`src/rtl/traffic_light_monitor.sv`:
```
// Traffic light monitor: watches four intersection lamps (M1, M2, MT, S) and
// raises sticky error flags for bad encodings, illegal colour sequences,
// conflicting movements, bad green/yellow durations and a stalled controller.
// The class and lamp of the first error seen are latched for diagnosis.

package traffic_light_monitor_pkg;
   localparam logic [2:0] C_RED    = 3'b100;
   localparam logic [2:0] C_YELLOW = 3'b010;
   localparam logic [2:0] C_GREEN  = 3'b001;

   localparam logic [2:0] CODE_NONE     = 3'd0;
   localparam logic [2:0] CODE_ENCODE   = 3'd1;
   localparam logic [2:0] CODE_SEQ      = 3'd2;
   localparam logic [2:0] CODE_CONFLICT = 3'd3;
   localparam logic [2:0] CODE_TIMING   = 3'd4;
   localparam logic [2:0] CODE_STUCK    = 3'd5;

   // Per-lamp observations for the current sample
   typedef struct packed {
      logic fresh;    // first sample since rst/clr
      logic changed;  // value differs from the previous sample
      logic non_red;  // lamp permits movement (anything but solid red)
      logic enc_err;  // value is not one of R/Y/G
      logic seq_err;  // illegal colour transition
      logic tim_err;  // green too short or yellow wrong length
   } lamp_stat_t;
endpackage

// Per-lamp checker: keeps previous value, valid bit and a saturating dwell
// counter, and reports this sample's errors combinationally.
module traffic_light_lamp_chk
   import traffic_light_monitor_pkg::*;
#(
   parameter int MIN_GREEN  = 3,
   parameter int YELLOW_LEN = 2
) (
   input  logic       clk,
   input  logic       rst,
   input  logic       clr,
   input  logic [2:0] light,
   output lamp_stat_t stat
);
   localparam logic [7:0] MIN_G8 = 8'(MIN_GREEN);
   localparam logic [7:0] YEL_8  = 8'(YELLOW_LEN);

   logic [2:0] prev;
   logic       valid;
   logic [7:0] dwell;
   logic       legal;
   logic       prev_legal;
   logic       diff;
   logic       legal_step;

   // Classify the current sample against the stored history
   always_comb begin
      legal      = (light == C_RED) || (light == C_YELLOW) || (light == C_GREEN);
      prev_legal = (prev == C_RED) || (prev == C_YELLOW) || (prev == C_GREEN);
      diff       = (light != prev);
      legal_step = ((prev == C_RED)    && (light == C_GREEN))  ||
                   ((prev == C_GREEN)  && (light == C_YELLOW)) ||
                   ((prev == C_YELLOW) && (light == C_RED));
      stat         = '0;
      stat.fresh   = !valid;
      stat.changed = valid && diff;
      stat.non_red = (light != C_RED);
      stat.enc_err = !legal;
      // Sequence and timing are judged only between two well-formed values
      // with history available.
      if (valid && legal && prev_legal && diff) begin
         stat.seq_err = !legal_step;
         if ((prev == C_GREEN) && (dwell < MIN_G8))
            stat.tim_err = 1'b1;
         if ((prev == C_YELLOW) && (dwell != YEL_8))
            stat.tim_err = 1'b1;
      end
   end

   // History update: prev always follows the lamp, dwell restarts on change
   always_ff @(posedge clk) begin
      if (rst || clr) begin
         valid <= 1'b0;
         prev  <= 3'b000;
         dwell <= 8'd0;
      end else begin
         valid <= 1'b1;
         prev  <= light;
         if (!valid || diff)
            dwell <= 8'd1;
         else if (dwell != 8'hFF)
            dwell <= dwell + 8'd1;
      end
   end
endmodule

module traffic_light_monitor
   import traffic_light_monitor_pkg::*;
#(
   parameter int MIN_GREEN  = 3,
   parameter int YELLOW_LEN = 2,
   parameter int WDOG       = 64
) (
   input  logic       clk,
   input  logic       rst,
   input  logic [2:0] light_M1,
   input  logic [2:0] light_M2,
   input  logic [2:0] light_MT,
   input  logic [2:0] light_S,
   input  logic       clr,
   output logic       err_encode,
   output logic       err_seq,
   output logic       err_conflict,
   output logic       err_timing,
   output logic       err_stuck,
   output logic       err_any,
   output logic [2:0] first_code,
   output logic [1:0] first_light
);
   localparam int          NUM_LANES = 4;
   localparam logic [15:0] WDOG_LIM  = 16'(WDOG);

   // Lane order fixes lamp priority: 0=M1, 1=M2, 2=MT, 3=S
   logic [NUM_LANES-1:0][2:0] lights;
   lamp_stat_t                stat [NUM_LANES];
   logic [NUM_LANES-1:0]      fresh_v, chg_v, nonred_v, enc_v, seq_v, tim_v;

   logic        any_fresh;
   logic        any_chg;
   logic        conflict_det;
   logic        stuck_det;
   logic [15:0] quiet_cnt;
   logic [2:0]  code_det;
   logic [1:0]  lamp_det;

   assign lights = {light_S, light_MT, light_M2, light_M1};

   for (genvar g = 0; g < NUM_LANES; g++) begin : g_lamp
      traffic_light_lamp_chk #(
         .MIN_GREEN  (MIN_GREEN),
         .YELLOW_LEN (YELLOW_LEN)
      ) u_chk (
         .clk   (clk),
         .rst   (rst),
         .clr   (clr),
         .light (lights[g]),
         .stat  (stat[g])
      );
      assign fresh_v[g]  = stat[g].fresh;
      assign chg_v[g]    = stat[g].changed;
      assign nonred_v[g] = stat[g].non_red;
      assign enc_v[g]    = stat[g].enc_err;
      assign seq_v[g]    = stat[g].seq_err;
      assign tim_v[g]    = stat[g].tim_err;
   end

   function automatic logic [1:0] lowest_lamp(input logic [NUM_LANES-1:0] v);
      lowest_lamp = 2'd0;
      for (int i = NUM_LANES - 1; i >= 0; i--)
         if (v[i]) lowest_lamp = 2'(i);
   endfunction

   // Global detectors: conflicting movements and stalled controller
   always_comb begin
      any_fresh    = |fresh_v;
      any_chg      = |chg_v;
      // Side road against any main movement; turn lane against main road 2
      conflict_det = (nonred_v[3] && (|nonred_v[2:0])) ||
                     (nonred_v[2] && nonred_v[1]);
      // Fires once, on the sample that brings the quiet count up to WDOG
      stuck_det    = !any_fresh && !any_chg && (quiet_cnt == WDOG_LIM - 16'd1);
   end

   // Priority-encode this sample's errors into a class and lamp
   always_comb begin
      code_det = CODE_NONE;
      lamp_det = 2'd0;
      if (|enc_v) begin
         code_det = CODE_ENCODE;
         lamp_det = lowest_lamp(enc_v);
      end else if (|seq_v) begin
         code_det = CODE_SEQ;
         lamp_det = lowest_lamp(seq_v);
      end else if (conflict_det) begin
         code_det = CODE_CONFLICT;
      end else if (|tim_v) begin
         code_det = CODE_TIMING;
         lamp_det = lowest_lamp(tim_v);
      end else if (stuck_det) begin
         code_det = CODE_STUCK;
      end
   end

   // Quiet counter: cycles since any lamp last changed, holds at WDOG
   always_ff @(posedge clk) begin
      if (rst || clr)
         quiet_cnt <= 16'd0;
      else if (any_fresh || any_chg)
         quiet_cnt <= 16'd0;
      else if (quiet_cnt != WDOG_LIM)
         quiet_cnt <= quiet_cnt + 16'd1;
   end

   // Sticky flags and first-error capture
   always_ff @(posedge clk) begin
      if (rst || clr) begin
         err_encode   <= 1'b0;
         err_seq      <= 1'b0;
         err_conflict <= 1'b0;
         err_timing   <= 1'b0;
         err_stuck    <= 1'b0;
         first_code   <= CODE_NONE;
         first_light  <= 2'd0;
      end else begin
         err_encode   <= err_encode   | (|enc_v);
         err_seq      <= err_seq      | (|seq_v);
         err_conflict <= err_conflict | conflict_det;
         err_timing   <= err_timing   | (|tim_v);
         err_stuck    <= err_stuck    | stuck_det;
         if ((first_code == CODE_NONE) && (code_det != CODE_NONE)) begin
            first_code  <= code_det;
            first_light <= lamp_det;
         end
      end
   end

   assign err_any = err_encode | err_seq | err_conflict | err_timing | err_stuck;
endmodule

```
`config.mk`:
```
export PLATFORM = sky130hd
export DESIGN_NAME = traffic_light_monitor
export DESIGN_NICKNAME = d
export VERILOG_FILES = /design/src/rtl/traffic_light_monitor.sv
export SDC_FILE = /design/constraint.sdc
export NUM_CORES = 1
export LEC_CHECK = 0
export ABC_AREA = 1
export BUFFER_PORTS_ARGS = -buffer_cell sky130_fd_sc_hd__buf_2
export CAP_MARGIN = 20
export CORE_MARGIN = 1
export CORE_UTILIZATION = 55
export CTS_CLUSTER_DIAMETER = 80
export DETAILED_ROUTE_END_ITERATION = 12
export PLACE_DENSITY = 0.71
export SYNTH_ARGS = -nofsm -noshare
export SYNTH_HDL_FRONTEND = slang
export SYNTH_HIERARCHICAL = 1
export SYNTH_SLANG_ARGS = --single-unit
```
`constraint.sdc`:
```
create_clock -name clk -period 5.3 [get_ports clk]
set_input_delay 1.06 -clock clk [delete_from_list [all_inputs] [get_ports clk]]
set_output_delay 1.06 -clock clk [all_outputs]
set_load 0.01 [all_outputs]
```
# After elaboration in Yosys (flattened, before gate mapping)
# Index checks and enable logic that the tools add are counted.
[classes]
add_sub_neg = 5
mul = 0
div_mod_pow = 0
order_cmp = 4
n_eq_ne = 42
shifts = 0
mux = 42
bitwise = 9
n_reduce_logical = 98
[ops]
columns = ["cell", "n"]
rows = [
  ["$logic_and A1 B1 Y1", 41],
  ["$mux W2", 20],
  ["$add A8 B1 Y8 const B", 4],
  ["$lt A8 B2 Y1 const B", 4],
  ["$ne A8 B2 Y1 const B", 4],
  ["$ne A8 B8 Y1 const B", 4],
  ["$logic_or A1 B1 Y1", 31],
  ["$eq A3 B1 Y1 const B", 8],
  ["$eq A3 B2 Y1 const B", 8],
  ["$eq A3 B3 Y1 const B", 8],
  ["$mux W1", 17],
  ["$add A16 B1 Y16 const B", 1],
  ["$eq A16 B6 Y1 const B", 1],
  ["$ne A16 B7 Y1 const B", 1],
  ["$reduce_or A4 Y1", 4],
  ["$mux W3", 5],
  ["$ne A3 B3 Y1", 4],
  ["$ne A3 B3 Y1 const B", 4],
  ["$logic_not A1 Y1", 10],
  ["$reduce_or A2 Y1", 5],
  ["$or A1 B1 Y1", 9],
  ["$reduce_bool A2 Y1", 4],
  ["$logic_not A3 Y1", 1],
  ["$reduce_bool A3 Y1", 1],
  ["$reduce_or A3 Y1", 1],
]
[word_totals]
regBits = 71
latchBits = 0
mem_bits_rw = 0
rom_bits = 0
wordCells = 221
n_memories = 0

# Depth between registers and ports, before layout
# Gate-level depths: netlist of the first run.
[depth]
ltp_word = 15
depth_mapped = 17

# By module
# The synthesis of the first run kept the hierarchy.
[by_module_without_submodules]
columns = ["module", "instances", "cells_each", "area_each_um2", "seq_area_each_um2"]
rows = [
  ["traffic_light_lamp_chk", 4, 119, 745.7, 240.2],
  ["traffic_light_monitor", 1, 203, 1385.1, 520.5],
]

# Least setup slack after synthesis of the first run
# Ideal clock, no wire load.
[synth_path]
path_type = "input to register"
startpoint = "in light_MT[0]"
endpoint = "reg first_light[0]"
arrival_time_ns = 2.560
required_ns = 5.185
slack_ns = 2.625
path_stages = 15
path_buffers = 0
path_cell_list = "inv_1 -> nand3_1 -> or2_2 -> nand3_1 -> nor2_1 -> inv_1 -> nand2_1 -> nor3_2 -> inv_1 -> nor2_4 -> inv_1 -> nor2_2 -> nand3_2 -> a21oi_1 -> nor2_1"
[synth_rtl]
columns = ["item", "line", "text"]
rows = [
  ["start: declaration", "106", "input logic [2:0] light_MT,"],
  ["$ne A3 B3 Y1 (*)", "65", "stat.non_red = (light != C_RED);"],
  ["via nonred_v[2]", "124", "logic [NUM_LANES-1:0] fresh_v, chg_v, nonred_v, enc_v, seq_v, tim_v;"],
  ["$reduce_or A3 Y1", "166", "conflict_det = (nonred_v[3] && (|nonred_v[2:0])) ||"],
  ["$logic_and A1 B1 Y1", "166", ""],
  ["$logic_or A1 B1 Y1 (*)", "166", ""],
  ["$mux W3", "182", "end else if (conflict_det) begin"],
  ["$mux W3", "179", "end else if (|seq_v) begin"],
  ["$mux W3", "176", "if (|enc_v) begin"],
  ["$reduce_bool A3 Y1", "218", "if ((first_code == CODE_NONE) && (code_det != CODE_NONE)) begin"],
  ["$logic_and A1 B1 Y1", "218", ""],
  ["end signal: assignment", "220", "first_light <= lamp_det;"],
  ["end: declaration", "116", "output logic [1:0] first_light"],
]
# Mark *: on every way through the listed nets, which the timed path passes. The rest lies on a longest branch.
# A chain may end at the register's enable or synchronous reset.

# Worst setup path in the final report of the first run
# Same ends and word-level chain as after synthesis.

==> impl_metrics.json, run 1 <==
{
  "reg2reg_to": "first_light[0]",
  "place_inst": 806,
  "overflow": 0,
  "cts_tree": "built",
  "mostFrequentLayoutCell": "nor2_1",
  "ios": 26,
  "grt_pass1_wl_um": 15200,
  "start_kind": "input port",
  "p_leak_nw": 2.21,
  "min_from": "quiet_cnt[15]",
  "power_density_nw_per_um2": 226,
  "layout.cells.non_filler": 821,
  "numCtsBuffers": 9,
  "max_freq_mhz": 374,
  "fill_cells": 779,
  "design.core.area_sq_um": 7690,
  "min_path_type": "flop to flop",
  "drcViolationCount": 0,
  "vias": 4056,
  "die_x_um": 91.1,
  "clk_pin_slew_ps": 80,
  "worstPathRequired_ps": 5530,
  "num_rows": 32,
  "tns_ps": 0,
  "finalHoldViolCount": 0,
  "htreeDepth": 3,
  "cts_resized": 0,
  "min_to": "quiet_cnt[15]",
  "clock_latency_ps": 340,
  "reg2reg_from": "g_lamp[2].u_chk/prev[1]",
  "ys_seq_area_share_pct": 33.9,
  "place_congestion": 0.896,
  "synth_top_area_cell": "dfxtp_1",
  "viasPerCell": 4.94,
  "post_cts_buffers": 0,
  "syn_nets": 704,
  "port-buffer-count": 25,
  "synth_cell_types": 30,
  "die-area_sq_um": 8300,
  "fin_crit_sh_pct": 50.5,
  "power_w": 0.00109,
  "totalWireLength_um": 8590,
  "final_cell_mix": "134 x nor2_1, 124 x nand2_1, 96 x inv_1",
  "synthTopCellsByArea": "dfxtp_1 34%, nor2_1 12%, nand2_1 11%, inv_1 8.2%, nand3_1 7.9%",
  "timing_worst_setup_path_type": "input port to flop",
  "r2r_setup_slack_ps": 3180,
  "cap_violations": 0,
  "fin_nets": 740,
  "relSlewSlack_pct": 56.3,
  "cts_root_buf": "clkbuf_8",
  "grt_pass1_vias": 3680,
  "finalSetupViolCount": 0,
  "ys_seq_elements": 74,
  "clkSinkCount": 74,
  "cts.path.max_buffers": 2,
  "ff2ff_path_depth": 15,
  "grt_max_degree": 13,
  "postCtsHoldBufs": 0,
  "multi_input_area_sq_um": 2440,
  "drt_iter0_drc": 134,
  "synth_warnings": 6,
  "drive_gt1_share_pct": 16.7,
  "cp.arrival_ps": 2910,
  "postSynthCellCount": 679,
  "dp_hpwl_um": 6660,
  "avgSynthCellArea_sq_um": 6.43,
  "yosysTopAreaCellShare_pct": 33.9,
  "grt_setup_unrepaired": "no",
  "seqCellArea_sq_um": 1480,
  "maxSlewViolCount": 0,
  "diodes": 0,
  "area_delta_synth_final_pct": 10.2,
  "min_path_cells": 1,
  "start_util_pct": 56.8,
  "grtUsageTotal_pct": 22.1,
  "tightest_slew_ps": 651,
  "endpoint_kind": "flop",
  "period_needed_ps": 2670,
  "outcome": "finished clean",
  "peakVddDrop_mv": 0.141,
  "fin_skew_ps": 11.9,
  "ant_nets": 0,
  "wl_per_cell_um": 10.5,
  "syn_area_sq_um": 4370,
  "antenna_found_initial": 0,
  "critPathMaxFanout": 6,
  "first_pass_iters": 5,
  "die_h_um": 91.1
}
## cell type report
cell class                 instances  share of cell area [%]
inverter                         113                    9.23
sequential                        74                    30.8
multi-input combinational        492                    50.7
tap                              102                    2.65
clock buffer                      10                    2.86
clock inverter                     5                    1.14
timing repair buffer              25                    2.60
## worst max-delay path by stage
stage / depth (start not counted) / slack [ps] / endpoint / start
finish: 16 / 2630 / first_light[0] / light_MT[0]
global route: 16 / 2400 / first_light[1] / light_MT[0]
global placement: 16 / 2400 / first_light[1] / light_MT[0]
floorplan: 15 / 2620 / first_light[0] / light_MT[0]
CTS: 16 / 2660 / first_light[0] / light_MT[0]
detailed placement: 16 / 2290 / first_light[0] / light_MT[0]
## sequential cells by signal, summed over array words and instances, names as in the netlist
signal and flops:
err_timing 1, err_conflict 1, quiet_cnt 16, g_lamp.u_chk/dwell 32, err_seq 1, g_lamp.u_chk/valid 4, first_code 3, err_stuck 1
g_lamp.u_chk/prev 12, err_encode 1, first_light 2
## Yosys cell counts, drive strengths merged
cell type	number
xor2	4
nand3	74
nand4	10
ha	10
clkinv	4
dfxtp	74
o21ai	23
a31oi	1
or2	13
nor4	1
nor3b	1
inv	109
nor2	155
nor3	16
nand2	143
o31ai	1
a21oi	33
xnor2	4
o21a	2
o22ai	1
## routing by layer
| layer | wire length [um] | vias to the layer above | global-route usage [%] |
|---|---|---|---|
| li1 | - | 2200 | - |
| met1 | 4310 | 1805 | 27.7 |
| met2 | 4020 | 47 | 38.3 |
| met3 | 208 | 4 | 4.36 |
| met4 | 53 | 0 | 6.35 |
| met5 | 0 | - | 0 |
## kinds of logic after synthesis
| family | count (synthesis) | share of synthesized area (%) |
|---|---|---|
| DFF | 74 | 33.9 |
| buffers and inverters | 113 | 10.2 |
| and+or+nand+nor | 413 | 43.9 |
| xor gates and xnor gates | 8 | 1.60 |
| AOI/OAI and AO/OA | 61 | 7.56 |
| adders and majority gates | 10 | 2.86 |
## power breakdown
| part | internal, W | leakage [nW] | total, W | switching (W) |
|---|---|---|---|---|
| sequential | 0.000565 | 0.601 | 0.000574 | 0.00000871 |
| combinational | 0.0000303 | 1.52 | 0.0000825 | 0.0000522 |
| clock | 0.000226 | 0.0941 | 0.000432 | 0.000206 |
## critical path, cell delays in order
cell     delay, ps
buf_2          110
inv_1          100
nand3_1        160
or2_2          330
nand3_1         70
nor2_1          50
inv_1           60
nand2_1         70
nor3_2         140
inv_1          100
nor2_4         150
inv_1           60
nor2_2          80
nand3_2        130
a21oi_1        160
nor2_1          60
## metrics by stage
stage / cell area (sq um) / hold WS [ps] / utilization [%] / setup WS [ps]
detailed placement: 4620 / 469 / 60.1 / 2290
finish: 4810 / 476 / 62.6 / 2630
floorplan: 4370 / 423 / - / 2620
CTS: 4810 / 483 / 62.6 / 2660
global placement: 4620 / 443 / 60.1 / 2400
global route: 4810 / 510 / 62.6 / 2400
No activity file was read; power rests on OpenSTA's default activity.
==> inputs of run 2 (changes only) <==
Clock period 5.3 ns to 2.6 ns, I/O delays scaled along.
==> impl_metrics.json, run 2 (synthesis results as in run 1) <==
{
  "outcome": "finished clean",
  "die_x_um": 91.1,
  "ant_nets": 0,
  "numCtsBuffers": 9,
  "post_cts_buffers": 0,
  "overflow": 0,
  "fin_crit_sh_pct": 81.9,
  "finalHoldViolCount": 0,
  "fin_skew_ps": 11.8,
  "largest_reg_flops": 32,
  "worstPathBufferInverterCount": 3,
  "cp_slowest_cell": "dfxtp_1",
  "area_delta_synth_final_pct": 11.2,
  "cp_top_family": "simple AND/OR/NAND/NOR gates",
  "clk_pin_slew_ps": 80,
  "vias": 4131,
  "relSlewSlack_pct": 54.7,
  "peakVddDrop_mv": 0.333,
  "diodes": 0,
  "grtUsageTotal_pct": 23.1,
  "htreeDepth": 3,
  "dp_hpwl_um": 6920,
  "grt_max_degree": 14,
  "grt_pass1_wl_um": 15900,
  "design.core.area_sq_um": 7690,
  "die-area_sq_um": 8300,
  "first_pass_iters": 4,
  "path_depth": 15,
  "place_congestion": 0.897,
  "viasPerCell": 5.02,
  "power_w": 0.00235,
  "cp.arrival_ps": 2380,
  "fin_nets": 741,
  "antenna_found_initial": 0,
  "tns_ps": 0,
  "endpoint_kind": "flop",
  "timing_worst_setup_path_type": "flop to flop",
  "top_register": "g_lamp.u_chk/dwell",
  "final_area_sq_um": 4860,
  "num_rows": 32,
  "r2r_setup_slack_ps": 470,
  "ios": 26,
  "mostFrequentLayoutCell": "nor2_1",
  "cap_violations": 0,
  "die_h_um": 91.1,
  "drt_iter0_drc": 147,
  "min_path_type": "input port to flop",
  "min_path_cells": 3,
  "worstPathRequired_ps": 2850,
  "cts_resized": 0,
  "drive_gt1_share_pct": 16.9,
  "period_needed_ps": 2130,
  "drcViolationCount": 0,
  "grt_pass1_vias": 3871,
  "start_util_pct": 56.8,
  "tightest_slew_ps": 675,
  "finalSetupViolCount": 0,
  "reg.largest.list": "g_lamp.u_chk/dwell x32, quiet_cnt x16, g_lamp.u_chk/prev x12",
  "port-buffer-count": 25,
  "cts.path.max_buffers": 2,
  "clock_latency_ps": 350,
  "postCtsHoldBufs": 0,
  "cts_root_buf": "clkbuf_8",
  "power_density_nw_per_um2": 483,
  "wl_per_cell_um": 10.5,
  "fill_cells": 758,
  "crit_chain": "nor2_1 -> nand2_1 -> or2_2 -> nand3_1 -> nor2_1 -> inv_1 -> nand2_1 -> nor3_2 -> inv_1 -> nor2_4 -> inv_1 -> nor2_2 -> nand3_2 -> a21oi_1 -> nor2_1",
  "maxSlewViolCount": 0,
  "totalWireLength_um": 8660,
  "start_kind": "flop",
  "ff2ff_path_depth": 15,
  "clkSinkCount": 74,
  "max_freq_mhz": 470,
  "grt_setup_unrepaired": "no",
  "p_leak_nw": 2.24,
  "postPlaceCellArea_sq_um": 4630,
  "cts_tree": "built",
  "final_cell_mix": "134 x nor2_1, 124 x nand2_1, 96 x inv_1",
  "critPathMaxFanout": 6,
  "whs_ps": 448,
  "cp_slowest_stage_delay_ps": 340
}
==> run 2: path summary, 6_finish.rpt <==
path,start,endpoint
setup / recovery,g_lamp[3].u_chk/prev[2],first_light[0]
hold / removal,light_M1[2],g_lamp[0].u_chk/prev[2]
setup reg to reg,g_lamp[3].u_chk/prev[2],first_light[0]
hold reg to reg,quiet_cnt[15],quiet_cnt[15]
==> run 2: layout make-up <==
class	count	area [sq um]	area share [%]
Multi-Input combinational cell	492	2440	50.3
Sequential cell	74	1480	30.5
Inverter	113	444	9.15
Clock buffer	10	138	2.83
Timing Repair Buffer	26	133	2.73
Tap cell	102	128	2.63
Clock inverter	6	90.1	1.86
==> run 2: worst register-to-register path, stage by stage, from the launching register on <==
cell and delay, ps:
dfxtp_1 340, nor2_1 140, nand2_1 80, or2_2 300, nand3_1 80, nor2_1 70
inv_1 60, nand2_1 70, nor3_2 140, inv_1 100, nor2_4 150, inv_1 60
nor2_2 90, nand3_2 140, a21oi_1 160, nor2_1 60
==> run 2: stage by stage <==
step | cells | util, % | setup WS (ps)
final | 823 | 63.2 | 470
after global routing | 823 | 63.2 | 105
after CTS | 823 | 63.2 | 468
after detailed placement | 807 | 60.2 | 138
after global placement | 807 | 60.2 | 236
after floorplan | 679 | - | 465
==> run 2: power by group <==
group,internal (W),switching (W)
logic,0.0000618,0.000106
clock network,0.000568,0.000440
registers,0.00115,0.0000178
total,0.00178,0.000564
==> run 2: layer usage <==
layer / wire length [um] / GRT usage [%]
met5: 0 / 0
met4: 125 / 7.94
met3: 283 / 4.77
met2: 4010 / 39.8
met1: 4240 / 28.6
